<file path="src/rtl/xstep_seq_pkg.sv">
// Register offsets, CTRL/STATUS bit positions and FSM encoding for the step sequencer.
// Pure definitions: no logic, no latency.
// Shared with controller firmware, so values must stay stable.
package xstep_seq_pkg;

    localparam int SEQ_CTRL   = 0;
    localparam int SEQ_TEMPO  = 1;
    localparam int SEQ_STATUS = 2;
    localparam int SEQ_MASK   = 3;
    localparam int SEQ_FREQ0  = 4;

    localparam int CTRL_RUN  = 0;
    localparam int CTRL_LOOP = 1;
    localparam int CTRL_CLR  = 2;

    localparam int STAT_BUSY = 0;
    localparam int STAT_DONE = 1;
    localparam int STAT_STEP = 8;

    typedef enum logic {
        ST_IDLE = 1'b0,
        ST_PLAY = 1'b1
    } seq_state_t;

endpackage

</file>
<file path="src/rtl/xstep_seq_tone.sv">
// Square-wave tone generator: toggles snd_out every half_period clocks while enabled.
// Latency: first toggle half_period cycles after restart or enable.
// No backpressure; restart or disable forces the counter and output to 0.
module xstep_tone #(
    parameter int FREQ_W = 16
) (
    input  logic              clk,
    input  logic              rst,
    input  logic              en,
    input  logic              restart,
    input  logic [FREQ_W-1:0] half_period,
    output logic              snd_out
);

    logic [FREQ_W-1:0] cnt_q;
    logic              wrap;

    // >= rather than == so a shorter half_period written mid-count still wraps
    assign wrap = (cnt_q >= (half_period - FREQ_W'(1)));

    always_ff @(posedge clk or negedge rst) begin
        if (!rst) begin
            cnt_q   <= '0;
            snd_out <= 1'b0;
        end else if (restart || !en) begin
            cnt_q   <= '0;
            snd_out <= 1'b0;
        end else if (wrap) begin
            cnt_q   <= '0;
            snd_out <= ~snd_out;
        end else begin
            cnt_q   <= cnt_q + FREQ_W'(1);
        end
    end

endmodule

</file>
<file path="src/rtl/xstep_seq.sv">
// Memory-mapped STEPS-step sequencer: per-step tone, tempo, loop/one-shot, status, LEDs.
// Latency: writes land at the sel&we edge; reads are combinational in the same cycle.
// No backpressure; the bus is always accepted, data_out is 0 unless reading.
module xstep_seq
    import xstep_seq_pkg::*;
#(
    parameter int DATA_W  = 32,
    parameter int ADDR_W  = 4,
    parameter int STEPS   = 8,
    parameter int TEMPO_W = 24,
    parameter int FREQ_W  = 16
) (
    input  logic              clk,
    input  logic              rst,
    input  logic              sel,
    input  logic              we,
    input  logic [ADDR_W-1:0] addr,
    input  logic [DATA_W-1:0] data_in,
    output logic [DATA_W-1:0] data_out,
    output logic              snd_out,
    output logic [STEPS-1:0]  led_out,
    output logic              step_tick
);

    localparam int STEP_W = (STEPS > 1) ? $clog2(STEPS) : 1;
    localparam logic [STEP_W-1:0] LAST_STEP = STEP_W'(STEPS - 1);

    seq_state_t         state_q;
    seq_state_t         state_d;
    logic               loop_q;
    logic               done_q;
    logic               step_tick_q;
    logic [TEMPO_W-1:0] tempo_q;
    logic [TEMPO_W-1:0] tempo_cnt_q;
    logic [TEMPO_W-1:0] tempo_reload;
    logic [STEPS-1:0]   mask_q;
    logic [FREQ_W-1:0]  freq_q [STEPS];
    logic [STEP_W-1:0]  step_q;

    logic               wr_en;
    logic               rd_en;
    logic               ctrl_wr;
    logic               tempo_wr;
    logic               mask_wr;
    logic               status_rd;
    logic               freq_hit;
    logic [ADDR_W-1:0]  freq_idx;
    logic               run_bit;
    logic               clr_bit;
    logic               busy;
    logic               start;
    logic               stop;
    logic               adv;
    logic               last_step;
    logic               one_shot_end;
    logic               tone_en;
    logic [DATA_W-1:0]  rd_dat;

    assign wr_en     = sel & we;
    assign rd_en     = sel & ~we;
    assign ctrl_wr   = wr_en && (addr == ADDR_W'(SEQ_CTRL));
    assign tempo_wr  = wr_en && (addr == ADDR_W'(SEQ_TEMPO));
    assign mask_wr   = wr_en && (addr == ADDR_W'(SEQ_MASK));
    assign status_rd = rd_en && (addr == ADDR_W'(SEQ_STATUS));
    assign freq_idx  = addr - ADDR_W'(SEQ_FREQ0);
    assign freq_hit  = (addr >= ADDR_W'(SEQ_FREQ0)) && (freq_idx < ADDR_W'(STEPS));

    assign run_bit = data_in[CTRL_RUN];
    assign clr_bit = data_in[CTRL_CLR];

    // A RUN=1 write while already playing is not a start: the tempo phase is kept
    assign start        = ctrl_wr && run_bit && (state_q == ST_IDLE);
    assign stop         = ctrl_wr && !run_bit && (state_q == ST_PLAY);
    assign adv          = (state_q == ST_PLAY) && (tempo_cnt_q == '0) && !stop;
    assign last_step    = (step_q == LAST_STEP);
    assign one_shot_end = adv && last_step && !loop_q;

    // TEMPO=0 behaves as TEMPO=1: reload 0 so every cycle advances
    assign tempo_reload = (tempo_q == '0) ? '0 : tempo_q - TEMPO_W'(1);

    always_ff @(posedge clk or negedge rst) begin
        if (!rst) begin
            state_q <= ST_IDLE;
        end else begin
            state_q <= state_d;
        end
    end

    always_comb begin
        state_d = state_q;
        case (state_q)
            ST_IDLE: if (start) state_d = ST_PLAY;
            ST_PLAY: if (stop || one_shot_end) state_d = ST_IDLE;
            default: state_d = ST_IDLE;
        endcase
    end

    always_comb begin
        busy    = (state_q == ST_PLAY);
        led_out = mask_q;
        if (busy) begin
            led_out = STEPS'(1) << step_q;
        end
    end

    always_ff @(posedge clk or negedge rst) begin
        if (!rst) begin
            tempo_q <= '0;
            mask_q  <= '0;
            loop_q  <= 1'b0;
            for (int i = 0; i < STEPS; i++) begin
                freq_q[i] <= '0;
            end
        end else begin
            if (tempo_wr) tempo_q <= data_in[TEMPO_W-1:0];
            if (mask_wr)  mask_q  <= data_in[STEPS-1:0];
            if (ctrl_wr)  loop_q  <= data_in[CTRL_LOOP];
            for (int i = 0; i < STEPS; i++) begin
                if (wr_en && freq_hit && (freq_idx == ADDR_W'(i))) begin
                    freq_q[i] <= data_in[FREQ_W-1:0];
                end
            end
        end
    end

    always_ff @(posedge clk or negedge rst) begin
        if (!rst) begin
            tempo_cnt_q <= '0;
            step_q      <= '0;
            done_q      <= 1'b0;
            step_tick_q <= 1'b0;
        end else begin
            step_tick_q <= adv;

            if (start || adv) begin
                tempo_cnt_q <= tempo_reload;
            end else if (busy && (tempo_cnt_q != '0)) begin
                tempo_cnt_q <= tempo_cnt_q - TEMPO_W'(1);
            end

            if (ctrl_wr && clr_bit) begin
                step_q <= '0;
            end else if (adv && !one_shot_end) begin
                step_q <= last_step ? '0 : step_q + STEP_W'(1);
            end

            // Setting DONE outranks a concurrent STATUS read so the event is never lost
            if (one_shot_end) begin
                done_q <= 1'b1;
            end else if ((ctrl_wr && clr_bit) || status_rd) begin
                done_q <= 1'b0;
            end
        end
    end

    assign step_tick = step_tick_q;
    assign tone_en   = busy && mask_q[step_q] && (freq_q[step_q] != '0);

    xstep_tone #(
        .FREQ_W      (FREQ_W)
    ) u_tone (
        .clk         (clk),
        .rst         (rst),
        .en          (tone_en),
        .restart     (start | adv),
        .half_period (freq_q[step_q]),
        .snd_out     (snd_out)
    );

    always_comb begin
        rd_dat = '0;
        if (addr == ADDR_W'(SEQ_TEMPO)) begin
            rd_dat = DATA_W'(tempo_q);
        end else if (addr == ADDR_W'(SEQ_STATUS)) begin
            rd_dat[STAT_BUSY]            = busy;
            rd_dat[STAT_DONE]            = done_q;
            rd_dat[STAT_STEP +: STEP_W]  = step_q;
        end else if (addr == ADDR_W'(SEQ_MASK)) begin
            rd_dat = DATA_W'(mask_q);
        end else if (freq_hit) begin
            for (int i = 0; i < STEPS; i++) begin
                if (freq_idx == ADDR_W'(i)) rd_dat = DATA_W'(freq_q[i]);
            end
        end
        data_out = rd_en ? rd_dat : '0;
    end

endmodule

</file>
<file path="config.mk">
export PLATFORM = sky130hd
export DESIGN_NAME = xstep_seq
export DESIGN_NICKNAME = d
export VERILOG_FILES = /design/src/rtl/xstep_seq_pkg.sv /design/src/rtl/xstep_seq_tone.sv /design/src/rtl/xstep_seq.sv
export SDC_FILE = /design/constraint.sdc
export NUM_CORES = 1
export LEC_CHECK = 0
export BUFFER_PORTS_ARGS = -buffer_cell sky130_fd_sc_hd__buf_2
export CAP_MARGIN = 20
export CORE_UTILIZATION = 40
export DETAILED_ROUTE_END_ITERATION = 10
export PLACE_DENSITY_LB_ADDON = 0.08
export SYNTH_ARGS = -nofsm -noshare
export SYNTH_HDL_FRONTEND = slang
export SYNTH_SLANG_ARGS = --single-unit
</file>
<file path="constraint.sdc">
create_clock -name clk -period 13 [get_ports clk]
set_input_delay 1.3 -clock clk [delete_from_list [all_inputs] [get_ports clk]]
set_output_delay 1.3 -clock clk [all_outputs]
set_load 0.02 [all_outputs]
</file>
# Word-level counts from Yosys, hierarchy flattened
# Cells that the tools add are included.
# W data, S select, Z words.
op_classes:
  n_mul: 0
  magnitude_cmp: 5
  reduce_logical: 46
  n_div: 0
  addsub: 6
  shift: 1
  mux: 37
  n_bitwise: 7
  n_eq_ne: 11
op_table:
  columns: ["operator", "count"]
  rows:
  - ["$mux W32", 11]
  - ["$mux W16", 5]
  - ["$mux W24", 3]
  - ["$bmux W16 S3", 1]
  - ["$logic_not A24 Y1", 2]
  - ["$sub A24 B1 Y24 const B", 2]
  - ["$logic_and A1 B1 Y1", 27]
  - ["$reduce_bool A24 Y1", 1]
  - ["$mux W21", 1]
  - ["$add A16 B1 Y16 const B", 1]
  - ["$eq A4 B2 Y1 const B", 4]
  - ["$eq A4 B3 Y1 const B", 4]
  - ["$ge A16 B16 Y1", 1]
  - ["$reduce_bool A16 Y1", 1]
  - ["$sub A16 B1 Y16 const B", 1]
  - ["$mux W3", 4]
  - ["$eq A4 B1 Y1 const B", 2]
  - ["$logic_not A4 Y1", 2]
  - ["$mux W8", 1]
  - ["$reduce_bool A2 Y1", 4]
  - ["$shl A1 B3 Y8 const A", 1]
  - ["$mux W1", 7]
  - ["$mux W6", 1]
  - ["$logic_not A1 Y1", 5]
  - ["other kinds (15)", 21]
totals:
  output_inout_bits: 42
  n_memories: 0
  romBits: 0
  reg_bits: 208
  latchBits: 0
  ramBits: 0

# Depth between registers and ports, before layout
# Gate-level depths: netlist of run 1.
depth:
  ltp_word: 15
  depth_mapped: 19
  ltp_nobuf: 13

# By module
# A second synthesis of run 1 with hierarchy kept.
hier_totals:
  cells_unflattened: 1132
  hier_area_um2: 12535.8
by_module_without_submodules:
  columns: ["mod", "seq_area_each_um2", "n_inst", "area_each_um2", "cells_per_inst"]
  rows:
  - ["xstep_seq", 4779.6, 1, 11130.7, 974]
  - ["xstep_tone", 425.4, 1, 1405.1, 158]

# Worst setup path before layout of run 1
# Ideal clock, no wire load.
synth_path:
  kind: "register to register"
  from: "reg step_q[1]"
  to: "reg u_tone.cnt_q[10]"
  arrival_ns: 4.448
  stages_incl_launch_ff: 18
  slack_ns: 8.466
  setup_time_ns: 0.086
  path_cell_list: "dfrtp_1 -> clkbuf_1 -> buf_2 -> clkbuf_1 -> buf_1 -> mux4_2 -> mux2i_1 -> ha_1 -> nand3_1 -> nor3b_1 -> xor2_1 -> ha_1 -> a211oi_1 -> o211ai_1 -> a2bb2oi_1 -> nand3_1 -> clkbuf_1 -> nor3_1"
synth_via:
  elab_chain_len: 9
synth_lines:
  columns: ["item", "line_no", "text"]
  rows:
  - ["from (decl)", "xstep_seq.sv:38", "logic [STEP_W-1:0] step_q;"]
  - ["from (signal assigned)", "xstep_seq.sv:144", "step_q <= last_step ? '0 : step_q + STEP_W'(1);"]
  - ["branches (longest 8 deep; another with $sub A16 B1 Y16)", null, null]
  - ["$mux W16 (*)", "xstep_seq_tone.sv:25", "end else if (restart || !en) begin"]
  - ["to (signal assigned)", "xstep_seq_tone.sv:32", "cnt_q <= cnt_q + FREQ_W'(1);"]
  - ["to (decl)", "xstep_seq_tone.sv:15", "logic [FREQ_W-1:0] cnt_q;"]
# Mark *: on every way between the ends. The select of a mux whose other input is x is not followed.
# A chain may end at the register's enable or synchronous reset.

# Final worst setup path of run 1
layout_path:
  from: "reg step_q[0]"
  to: "reg u_tone.cnt_q[0]"
# The elaborated chain is that of the path after synthesis.

==> results.tsv, run 1 <==
stage	metric	value	unit
run_status	run status	completed	
yosys	Netlist cell types	70	
placement	hpwl dp	26100	um
die	Boundary Pins	82	
hold_path	Hold Path Depth	1	
hold_path	Min-Delay Path Class	reg2reg	
yosys	Post-Syn Instances	1154	
critical_path	crit-path max FO	33	
flow_run	max-cap violation count	0	
yosys	Primary FF master, synth	dfrtp_1	
global_route	initial antenna violation count	0	
timing	worst slew pin tran	1030	ps
critical_path	CP Data Arrival Time	5820	ps
final_layout	fin area	14300	sq um
timing	min Tclk post-route	5400	ps
die	DIE AREA	32600	sq um
timing	f_max	185	MHz
clock_tree	CTS Buffer Depth	3	
route	DR iter-0 viols	855	
die	Rows	64	
final_layout	Non-Filler Instances	1618	
final_layout	diode count	0	
clock_tree	worst skew pair latency	540	ps
placement	placed instance area	13500	sq um
clock_tree	clock buffer count from CTS	25	
final_layout	final core occ	46.2	%
clock_tree	CTS tree	built	
route	final wirelength	38000	um
route	Via density	5.97	
route	drt pass-1 iters	5	
yosys	Mapped Area	12700	sq um
yosys	Yosys reg bits	208	
yosys	EDFF count, synth	0	
global_route	first-pass GRT wire length	59300	um
critical_path	critical path endpoint category	flip-flop	
placement	global placer's final weighted congestion	0.875	
clock_tree	clock transition at the registers of the reported paths	60	ps
final_layout	nets@finish	1273	
timing	Setup Viol. Count Final	0	
timing	TNS Setup	0	ps
clock_tree	post_cts resized	0	
power_and_ir_drop	total power	2.10	mW
power_and_ir_drop	Pwr per Cell Area	147	nW/um^2
timing	RSZ-0062 raised after global routing	false	
power_and_ir_drop	VDD IR max	0.0000958	V
clock_tree	CTS Hold Buffers Added	0	
clock_tree	# clock sinks	208	
critical_path	Setup CP Type	reg2reg	
timing	skew final	15.6	ps
die	Die Y	181	um
clock_tree	# H-tree levels	1	
placement	PortBufs	65	
global_route	GRT overflow	0	
global_route	GRT Resource Usage Total	23.7	%
final_layout	Layout area overhead	12.3	%
clock_tree	Root Buffer Master	clkbuf_16	
critical_path	required time worst endpoint	13410	ps
timing	Final Hold Vio Count	0	
clock_tree	number of setup buffers added after CTS	0	
timing	crit share post-route	41.6	%
timing	Rel. slew slack	31.1	%
final_layout	share of cells above drive strength 1	30.0	%
route	residual DRC count	0	
route	average wire per standard cell	23.5	um
route	vias	9655	
yosys	Synth Area per Inst	11.0	sq um
die	Initial Util	41.1	%
die	Die Width	181	um
global_route	vias in the first global route	9558	
timing	final slew viol count	0	
global_route	largest net degree at the start of global routing	89	
yosys	Ys Warns	0	
critical_path	worst reg-to-reg path cell count	14	
placement	placed cells	1572	
power_and_ir_drop	Static Leak	6.22	nW
yosys	post-synthesis sequential area ratio	40.8	%
yosys	asr flop ratio synth	100	%
critical_path	critical path startpoint category	flip-flop	
route	Routed Antenna Nets	0	
die	total core area	31000	sq um
kinds of logic (layout without fill, tap and decap cells):
logic type	after synthesis	after routing	share of synthesized area, %
and+or+nand+nor	315	315	12.6
muxes	243	243	26.0
xor gates and xnor gates	49	49	3.37
other	1	8	0.0294
buffers and inverters	99	160	3.42
AOI/OAI and AO/OA	209	209	10.9
DFF	208	208	40.8
adders and majority gates	30	30	2.94
cell usage after synthesis (all sizes together), types with 5 or more instances:
cell	number	area, sq um
dfrtp	208	5200
mux2	160	1800
nor2	76	285
nor3	65	335
nand2	57	214
mux4	54	1220
o21ai	49	245
a21oi	45	225
clkbuf	43	161
buf	30	176
ha	30	375
mux2i	29	290
xor2	27	236
inv	26	97.6
nand3	23	120
xnor2	22	193
a22oi	16	120
o22ai	14	87.6
nor4	12	75.1
and3	11	68.8
and2	10	62.6
nand2b	10	62.6
nand4	10	62.6
or4	10	83.8
a211oi	8	60.1
a221oi	8	70.1
a311oi	8	70.1
nor2b	7	43.8
nor3b	7	52.6
o31ai	7	52.6
a21o	6	45.0
a31oi	5	31.3
or3	5	36.3
state kept, by name, summed over array words and instances, names as in the netlist:
name            cells
busy                1
done_q              1
freq_q            128
loop_q              1
mask_q              8
step_q              3
step_tick           1
tempo_cnt_q        24
tempo_q            24
u_tone.cnt_q       16
u_tone.snd_out      1
layout by cell type (no fill, tap or decap), types with 10 or more instances in the layout:
cell and instances:
a21oi_1 45, a22oi_1 16, and3_1 11, buf_2 64
buf_4 22, clkbuf_16 25, dfrtp_1 206, ha_1 30
inv_1 25, mux2_2 160, mux2i_1 29, mux4_2 54
nand2_1 57, nand2b_1 10, nand3_1 22, nand4_1 10
nor2_1 69, nor3_1 61, nor4_1 12, o21ai_0 49
o22ai_1 14, xnor2_1 22, xor2_1 27
where the power goes:
part	internal, mW	switching, mW	leakage [nW]
Combinational	0.233	0.271	3.09
Sequential	0.758	0.120	2.72
Clock	0.428	0.287	0.411
final timing paths:
path	start	to	slack, ps
worst max-delay path	step_q[0]$_DFFE_PN0P_	u_tone.cnt_q[0]$_DFF_PN0_	7600
min in group asynchronous	rst	tempo_cnt_q[18]$_DFFE_PN0P_	780
worst min-delay path	tempo_cnt_q[11]$_DFFE_PN0P_	tempo_cnt_q[11]$_DFFE_PN0P_	510
worst min register to register	tempo_cnt_q[11]$_DFFE_PN0P_	tempo_cnt_q[11]$_DFFE_PN0P_	510
max in group asynchronous	rst	step_q[1]$_DFFE_PN0P_	10780
worst max register to register	step_q[0]$_DFFE_PN0P_	u_tone.cnt_q[0]$_DFF_PN0_	7600
routing by layer:
layer | share of wire, % | wire length (um) | vias up | track usage (%)
met2 | 45 | 17000 | 252 | 36.2
met4 | 2.2 | 851 | 0 | 5.78
li1 | - | - | 4451 | -
met3 | 4.9 | 1850 | 51 | 3.62
met5 | 0 | 0 | - | 0
met1 | 48 | 18300 | 4901 | 35.1
critical path: stages, from the launching register on:
cell	delay, ps
dfrtp_2	650
buf_4	570
nand2b_1	450
nor3_1	120
nor4_1	390
o2111ai_1	510
nor3b_1	400
xor2_1	190
ha_1	260
a21o_1	190
a21o_1	170
a21oi_1	170
a2bb2oi_1	250
nand3_1	520
nor3_1	400
area by class of cell:
cell class,instances,area [sq um]
well taps,396,495
clock inverters,3,55.1
inverters,26,97.6
flip-flops and latches,208,5210
multi-input cells,854,7160
repair buffers,88,512
clock buffers,43,783
fillers,2912,16700
through the flow:
step,setup slack (ps),hold slack [ps]
2_1_floorplan,8470,460
3_3_place_gp,7670,487
3_5_place_dp,7570,495
4_1_cts,7590,505
5_1_grt,7180,538
6_report,7600,506
Note: power is estimated with default switching activity, not from simulation.
==> run 2: changes to the inputs <==
==> constraint.sdc (replaced) <==
create_clock -name clk -period 5.4 [get_ports clk]
set_input_delay 0.54 -clock clk [delete_from_list [all_inputs] [get_ports clk]]
set_output_delay 0.54 -clock clk [all_outputs]
set_load 0.02 [all_outputs]
==> run 2 against run 1 <==
Compared with the run above:
- via count rose by 1.9%
- sequential share of layout area barely moved
- clock skew fell by 9.1 ps
- routed wire length rose by 1.6%
- setup slack got worse by 6500 ps
- clock power rose by 130%
- largest power group unchanged
- critical path type unchanged
- final cell count rose by 0.37%
==> results.tsv, run 2 (same netlist as run 1, synthesis figures left out) <==
stage	metric	value	unit
placement	PortBufs	65	
timing	Setup Viol. Count Final	0	
power_and_ir_drop	Pwr per Cell Area	347	nW/um^2
final_layout	area of the multi-input gates	7160	sq um
clock_tree	worst skew pair latency	530	ps
clock_tree	post_cts resized	0	
critical_path	critical path startpoint category	flip-flop	
timing	final hold slack	64.3	ps
route	drt pass-1 iters	5	
clock_tree	CTS Hold Buffers Added	0	
clock_tree	clock transition at the registers of the reported paths	60	ps
final_layout	Layout area overhead	12.4	%
critical_path	Setup CP Type	reg2reg	
clock_tree	# clock sinks	208	
route	final wirelength	38600	um
clock_tree	number of setup buffers added after CTS	0	
critical_path	critical path endpoint category	flip-flop	
timing	TNS Setup	0	ps
timing	skew final	6.49	ps
route	Via density	6.06	
final_layout	register area	5210	sq um
placement	hpwl dp	26800	um
final_layout	Reg with most FFs	freq_q	
timing	Final Hold Vio Count	0	
placement	placed cells	1580	
die	Rows	64	
critical_path	critical path's slowest cell	dfrtp_2	
final_layout	max reg flops	128	
critical_path	Worst Path Buf+Inv	2	
hold_path	Min-Delay Path Class	in2async	
route	DR iter-0 viols	763	
run_status	run status	completed	
timing	f_max	230	MHz
route	vias	9834	
die	DIE AREA	32600	sq um
timing	Rel. slew slack	29.4	%
global_route	largest net degree at the start of global routing	107	
global_route	GRT Resource Usage Total	24.1	%
clock_tree	# H-tree levels	1	
clock_tree	CTS Buffer Depth	3	
final_layout	final core occ	46.2	%
critical_path	crit path cell chain	buf_4, nor2b_1, o31ai_1, o221a_2, o2111ai_1, nor3b_1, xor2_1, ha_1, a21o_1, a21o_1, a21oi_1, a2bb2oi_1, nand3_1, buf_4, nor3_1	
route	residual DRC count	0	
critical_path	CP Data Arrival Time	4790	ps
final_layout	commonest non-fill, non-tap cell in the layout	dfrtp_1	
timing	min Tclk post-route	4350	ps
final_layout	most frequent cells in the layout	206 x dfrtp_1, 160 x mux2_2, 69 x nor2_1	
timing	crit share post-route	80.6	%
final_layout	Non-Filler Instances	1624	
clock_tree	CTS tree	built	
critical_path	required time worst endpoint	5840	ps
global_route	first-pass GRT wire length	60600	um
final_layout	Top Registers	freq_q (128), tempo_cnt_q (24), tempo_q (24)	
die	Die Width	181	um
die	Die Y	181	um
power_and_ir_drop	Static Leak	6.24	nW
critical_path	crit-path max FO	21	
die	Boundary Pins	82	
route	Routed Antenna Nets	0	
flow_run	max-cap violation count	0	
route	average wire per standard cell	23.8	um
timing	RSZ-0062 raised after global routing	false	
clock_tree	clock buffer count from CTS	25	
placement	global placer's final weighted congestion	0.889	
final_layout	diode count	0	
power_and_ir_drop	VDD IR max	0.000220	V
final_layout	fillers	2918	
final_layout	nets@finish	1281	
critical_path	Top delay family on crit path	compound AO/OA/AOI/OAI gates	
clock_tree	Root Buffer Master	clkbuf_16	
die	total core area	31000	sq um
die	Initial Util	41.1	%
timing	final slew viol count	0	
global_route	initial antenna violation count	0	
final_layout	fin area	14300	sq um
final_layout	share of cells above drive strength 1	30.5	%
timing	worst slew pin tran	1050	ps
placement	placed instance area	13500	sq um
global_route	vias in the first global route	9701	
critical_path	CP max stage delay	740	ps
global_route	GRT overflow	0	
-- run 2: cell types whose count changed in the layout (fill, tap and decap cells not counted), sizes merged --
cell,before,now
buf,88,96
clkbuf,43,38
clkinv,1,4
-- run 2: layer usage --
layer / track usage [%] / up-vias / part of all wire, %
met2: 37.1 / 317 / 45
met1: 35.7 / 5006 / 48
met4: 4.85 / 0 / 1.9
li1: - / 4463 / -
met3: 3.76 / 48 / 5.7
met5: 0 / - / 0
-- run 2: layout make-up --
type | instances | share of cell area [%]
multi-input combinational | 854 | 50.0
sequential | 208 | 36.3
clock buffer | 38 | 5.06
timing repair buffer | 96 | 4.08
tap | 396 | 3.46
inverter | 26 | 0.681
clock inverter | 6 | 0.410
-- run 2: per-stage QoR --
stage                     setup slack [ps]  total power, mW
final                                 1050             4.98
after global routing                   628             5.26
after CTS                              967             5.02
after detailed placement               981             3.35
after global placement                1090             3.33
after floorplan                        866             2.95
-- run 2: where the power goes --
group / internal [mW] / leakage, nW / switching [mW]
Combinational: 0.568 / 3.13 / 0.646
Clock: 0.966 / 0.388 / 0.676
Sequential: 1.83 / 2.72 / 0.296
-- run 2: final timing paths --
kind | from | end | cells after the start | slack, ps
worst max-delay path | step_q[0]$_DFFE_PN0P_ | u_tone.cnt_q[6]$_DFF_PN0_ | 15 | 1050
worst min-delay path | rst | tempo_cnt_q[17]$_DFFE_PN0P_ | 1 | 60
worst max register to register | step_q[0]$_DFFE_PN0P_ | u_tone.cnt_q[6]$_DFF_PN0_ | 15 | 1050
worst min register to register | tempo_cnt_q[11]$_DFFE_PN0P_ | tempo_cnt_q[11]$_DFFE_PN0P_ | 1 | 500
max in group asynchronous | rst | freq_q[105]$_DFFE_PN0P_ | 2 | 4250
min in group clk | data_in[20] | tempo_q[20]$_DFFE_PN0P_ | 2 | 240
==> run 3: changes to the inputs <==
--- a/config.mk
+++ b/config.mk
@@ -5,6 +5,7 @@
 export SDC_FILE = /design/constraint.sdc
 export NUM_CORES = 1
 export LEC_CHECK = 0
+export ABC_AREA = 1
 export BUFFER_PORTS_ARGS = -buffer_cell sky130_fd_sc_hd__buf_2
 export CAP_MARGIN = 20
 export CORE_UTILIZATION = 40
==> constraint.sdc (replaced) <==
create_clock -name clk -period 4.43 [get_ports clk]
set_input_delay 0.443 -clock clk [delete_from_list [all_inputs] [get_ports clk]]
set_output_delay 0.443 -clock clk [all_outputs]
set_load 0.02 [all_outputs]
==> run 3 against run 2 <==
Compared with the run above:
- die area rose by 6.0%
- routed wire length rose by 12%
- setup slack got worse by 500 ps
==> results.tsv, run 3 <==
stage	metric	value	unit
critical_path	Setup CP Type	reg2reg	
hold_path	Hold Path Depth	3	
placement	global placer's final weighted congestion	0.867	
power_and_ir_drop	Switching Share	38.1	%
critical_path	r2r endpoint	u_tone.snd_out$_DFFE_PN0P_	
yosys	Mapped Area	13500	sq um
route	Routed Antenna Nets	0	
power_and_ir_drop	combinational share of power	32.0	%
yosys	count leader, synth	nand2_1	
hold_path	hold path startpoint	data_in[20]	
route	vias	12600	
yosys	Netlist cell types	43	
route	Via density	5.13	
die	Initial Util	41.1	%
yosys	post-synth top area share	38.5	%
clock_tree	CTS Buffer Depth	3	
final_layout	Top Registers	freq_q (128), tempo_cnt_q (24), tempo_q (24)	
run_status	run status	completed	
clock_tree	clock buffer count from CTS	27	
clock_tree	post_cts resized	0	
timing	worst slew pin tran	969	ps
power_and_ir_drop	sw power	2.67	mW
die	Die Width	186	um
clock_tree	Root Buffer Master	clkbuf_16	
final_layout	most frequent cells in the layout	561 x nand2_1, 242 x inv_1, 226 x o21ai_0	
final_layout	nets@finish	2073	
power_and_ir_drop	VDD IR max	0.000310	V
yosys	Yosys reg bits	208	
critical_path	worst r2r src	step_q[0]$_DFFE_PN0P_	
die	total core area	32900	sq um
timing	crit share post-route	87.6	%
clock_tree	clock transition at the registers of the reported paths	60	ps
timing	min Tclk post-route	3880	ps
power_and_ir_drop	power share of the clock group	31.4	%
critical_path	worst reg-to-reg path cell count	21	
placement	hpwl dp	31100	um
yosys	Post-Syn Instances	1969	
die	DIE AREA	34500	sq um
hold_path	Min-Delay Path Class	in2reg	
yosys	synth top area cells	dfrtp_1 39%, nand2_1 16%, o21ai_0 8.4%	
yosys	area leader, netlist	dfrtp_1	
final_layout	Reg with most FFs	freq_q	
route	average wire per standard cell	17.5	um
clock_tree	# clock sinks	208	
clock_tree	# H-tree levels	1	
yosys	EDFF count, synth	0	
yosys	synth cell count leaders	561 x nand2_1, 242 x inv_1, 226 x o21ai_0	
global_route	initial antenna violation count	0	
route	drt pass-1 iters	5	
route	residual DRC count	0	
final_layout	max reg flops	128	
critical_path	crit-path max FO	27	
critical_path	R2R Setup Slk	550	ps
global_route	vias in the first global route	11900	
die	Rows	66	
global_route	GRT Resource Usage Total	25.6	%
global_route	GRT overflow	0	
timing	skew final	18.0	ps
final_layout	share of cells above drive strength 1	9.10	%
final_layout	commonest non-fill, non-tap cell in the layout	nand2_1	
global_route	first-pass GRT wire length	68200	um
yosys	post-synthesis sequential area ratio	38.5	%
timing	Rel. slew slack	35.3	%
power_and_ir_drop	Pwr per Cell Area	464	nW/um^2
yosys	Ys Warns	0	
die	Die Y	186	um
timing	Final Hold Vio Count	0	
timing	TNS Setup	0	ps
flow_run	max-cap violation count	0	
critical_path	critical path endpoint category	flip-flop	
final_layout	Layout area overhead	11.6	%
timing	f_max	258	MHz
route	final wirelength	43100	um
die	Boundary Pins	82	
timing	final slew viol count	0	
critical_path	critical path startpoint category	flip-flop	
final_layout	final core occ	45.9	%
clock_tree	worst skew pair latency	540	ps
critical_path	required time worst endpoint	4850	ps
power_and_ir_drop	Static Leak	7.31	nW
timing	RSZ-0062 raised after global routing	false	
hold_path	Hold Path End	tempo_q[20]$_DFFE_PN0P_	
route	DR iter-0 viols	1066	
yosys	Synth Area per Inst	6.86	sq um
power_and_ir_drop	Pint	4.33	mW
critical_path	CP Data Arrival Time	4300	ps
power_and_ir_drop	Sequential Power Share	36.6	%
global_route	largest net degree at the start of global routing	108	
clock_tree	CTS tree	built	
yosys	Primary FF master, synth	dfrtp_1	
yosys	asr flop ratio synth	100	%
placement	PortBufs	65	
timing	Setup Viol. Count Final	0	
## run 3: cell types whose count changed in the layout (fill, tap and decap cells not counted), moves of 12 or more
cell     change
o21ai_1     +12
mux4_2      -54
nand2_1    +504
nand4_1     +15
mux2i_1     -29
nor3_1      -36
o21ai_0    +177
nor2_1      +60
nand3_1    +136
a21oi_1     +73
mux2_2     -160
a22oi_1     -16
inv_1      +217
## run 3: area by class of cell
type | instances | area [sq um]
timing repair buffer | 98 | 646
multi-input combinational | 1417 | 6850
fill | 3521 | 17800
clock inverter | 5 | 53.8
inverter | 251 | 945
antenna | 1 | 2.50
tap | 442 | 553
sequential | 208 | 5210
clock buffer | 43 | 826
## run 3: power groups by stage
stage / sequential, mW / clock, mW / combinational, mW
after floorplan: 2.51 / 0 / 1.66
after global placement: 2.58 / 0 / 2.20
after detailed placement: 2.59 / 0 / 2.23
after CTS: 2.56 / 2.25 / 2.24
after global routing: 2.61 / 2.31 / 2.56
final: 2.56 / 2.20 / 2.24
## run 3: repair_timing
action / in CTS / in global routing
hold buffers: 1 / 0
endpoints found under the hold margin: 41 / 0
setup buffers: 0 / 0
## run 3: metrics by stage
step / worst slack, ps / instance area [sq um] / total power, mW / std cells / hold slack (ps)
floorplan: 1010 / 13500 / 4.16 / 1976 / 147
global placement: 655 / 14100 / 4.79 / 2411 / 361
detailed placement: 603 / 14200 / 4.82 / 2414 / 361
CTS: 586 / 15100 / 7.05 / 2463 / 135
global route: 168 / 15100 / 7.49 / 2464 / 164
finish: 547 / 15100 / 7.00 / 2465 / 156
## run 3: worst max path at each step
stage                     startpoint                    endpoint  slack [ps]  depth (start not counted)
3_3_place_gp   step_q[0]$_DFFE_PN0P_  u_tone.snd_out$_DFFE_PN0P_         660                         21
3_5_place_dp   step_q[0]$_DFFE_PN0P_  u_tone.cnt_q[12]$_DFF_PN0_         600                         21
4_1_cts        step_q[0]$_DFFE_PN0P_  u_tone.snd_out$_DFFE_PN0P_         590                         21
5_1_grt        step_q[0]$_DFFE_PN0P_  u_tone.snd_out$_DFFE_PN0P_         170                         21
6_report       step_q[0]$_DFFE_PN0P_  u_tone.snd_out$_DFFE_PN0P_         550                         21
2_1_floorplan  step_q[0]$_DFFE_PN0P_  u_tone.cnt_q[12]$_DFF_PN0_        1010                         25
## run 3: per-layer routing
layer | GRT usage, % | up-vias | routed length, um
met2 | 39.1 | 344 | 18500
met5 | 0 | - | 0
li1 | - | 6364 | -
met4 | 7.11 | 0 | 1130
met1 | 38.0 | 5872 | 21100
met3 | 2.72 | 58 | 2270
## run 3: logic make-up after synthesis
kind of cell / Yosys count / synth area share [%]
AO/OA/AOI/OAI: 383 / 14.7
XOR/XNOR: 54 / 3.50
adder cells (fa/ha/maj): 30 / 2.78
buffers and inverters: 351 / 11.2
flip-flops: 208 / 38.5
other: 1 / 0.0277
AND/OR/NAND/NOR: 942 / 29.4
## run 3: worst max-delay path: stages, from the launching register on
cell,delay (ps)
dfrtp_2,430
inv_2,440
buf_4,350
nand2_1,80
nand3_1,100
nand3_1,90
nand2_1,230
inv_1,100
a21oi_1,200
nand4_2,170
o21bai_1,160
nand2_1,80
ha_1,300
nand2_1,60
inv_1,50
nand3_1,80
nor3_1,220
nand3_1,100
nand3_1,110
inv_1,200
nand4_1,150
nand2_1,60
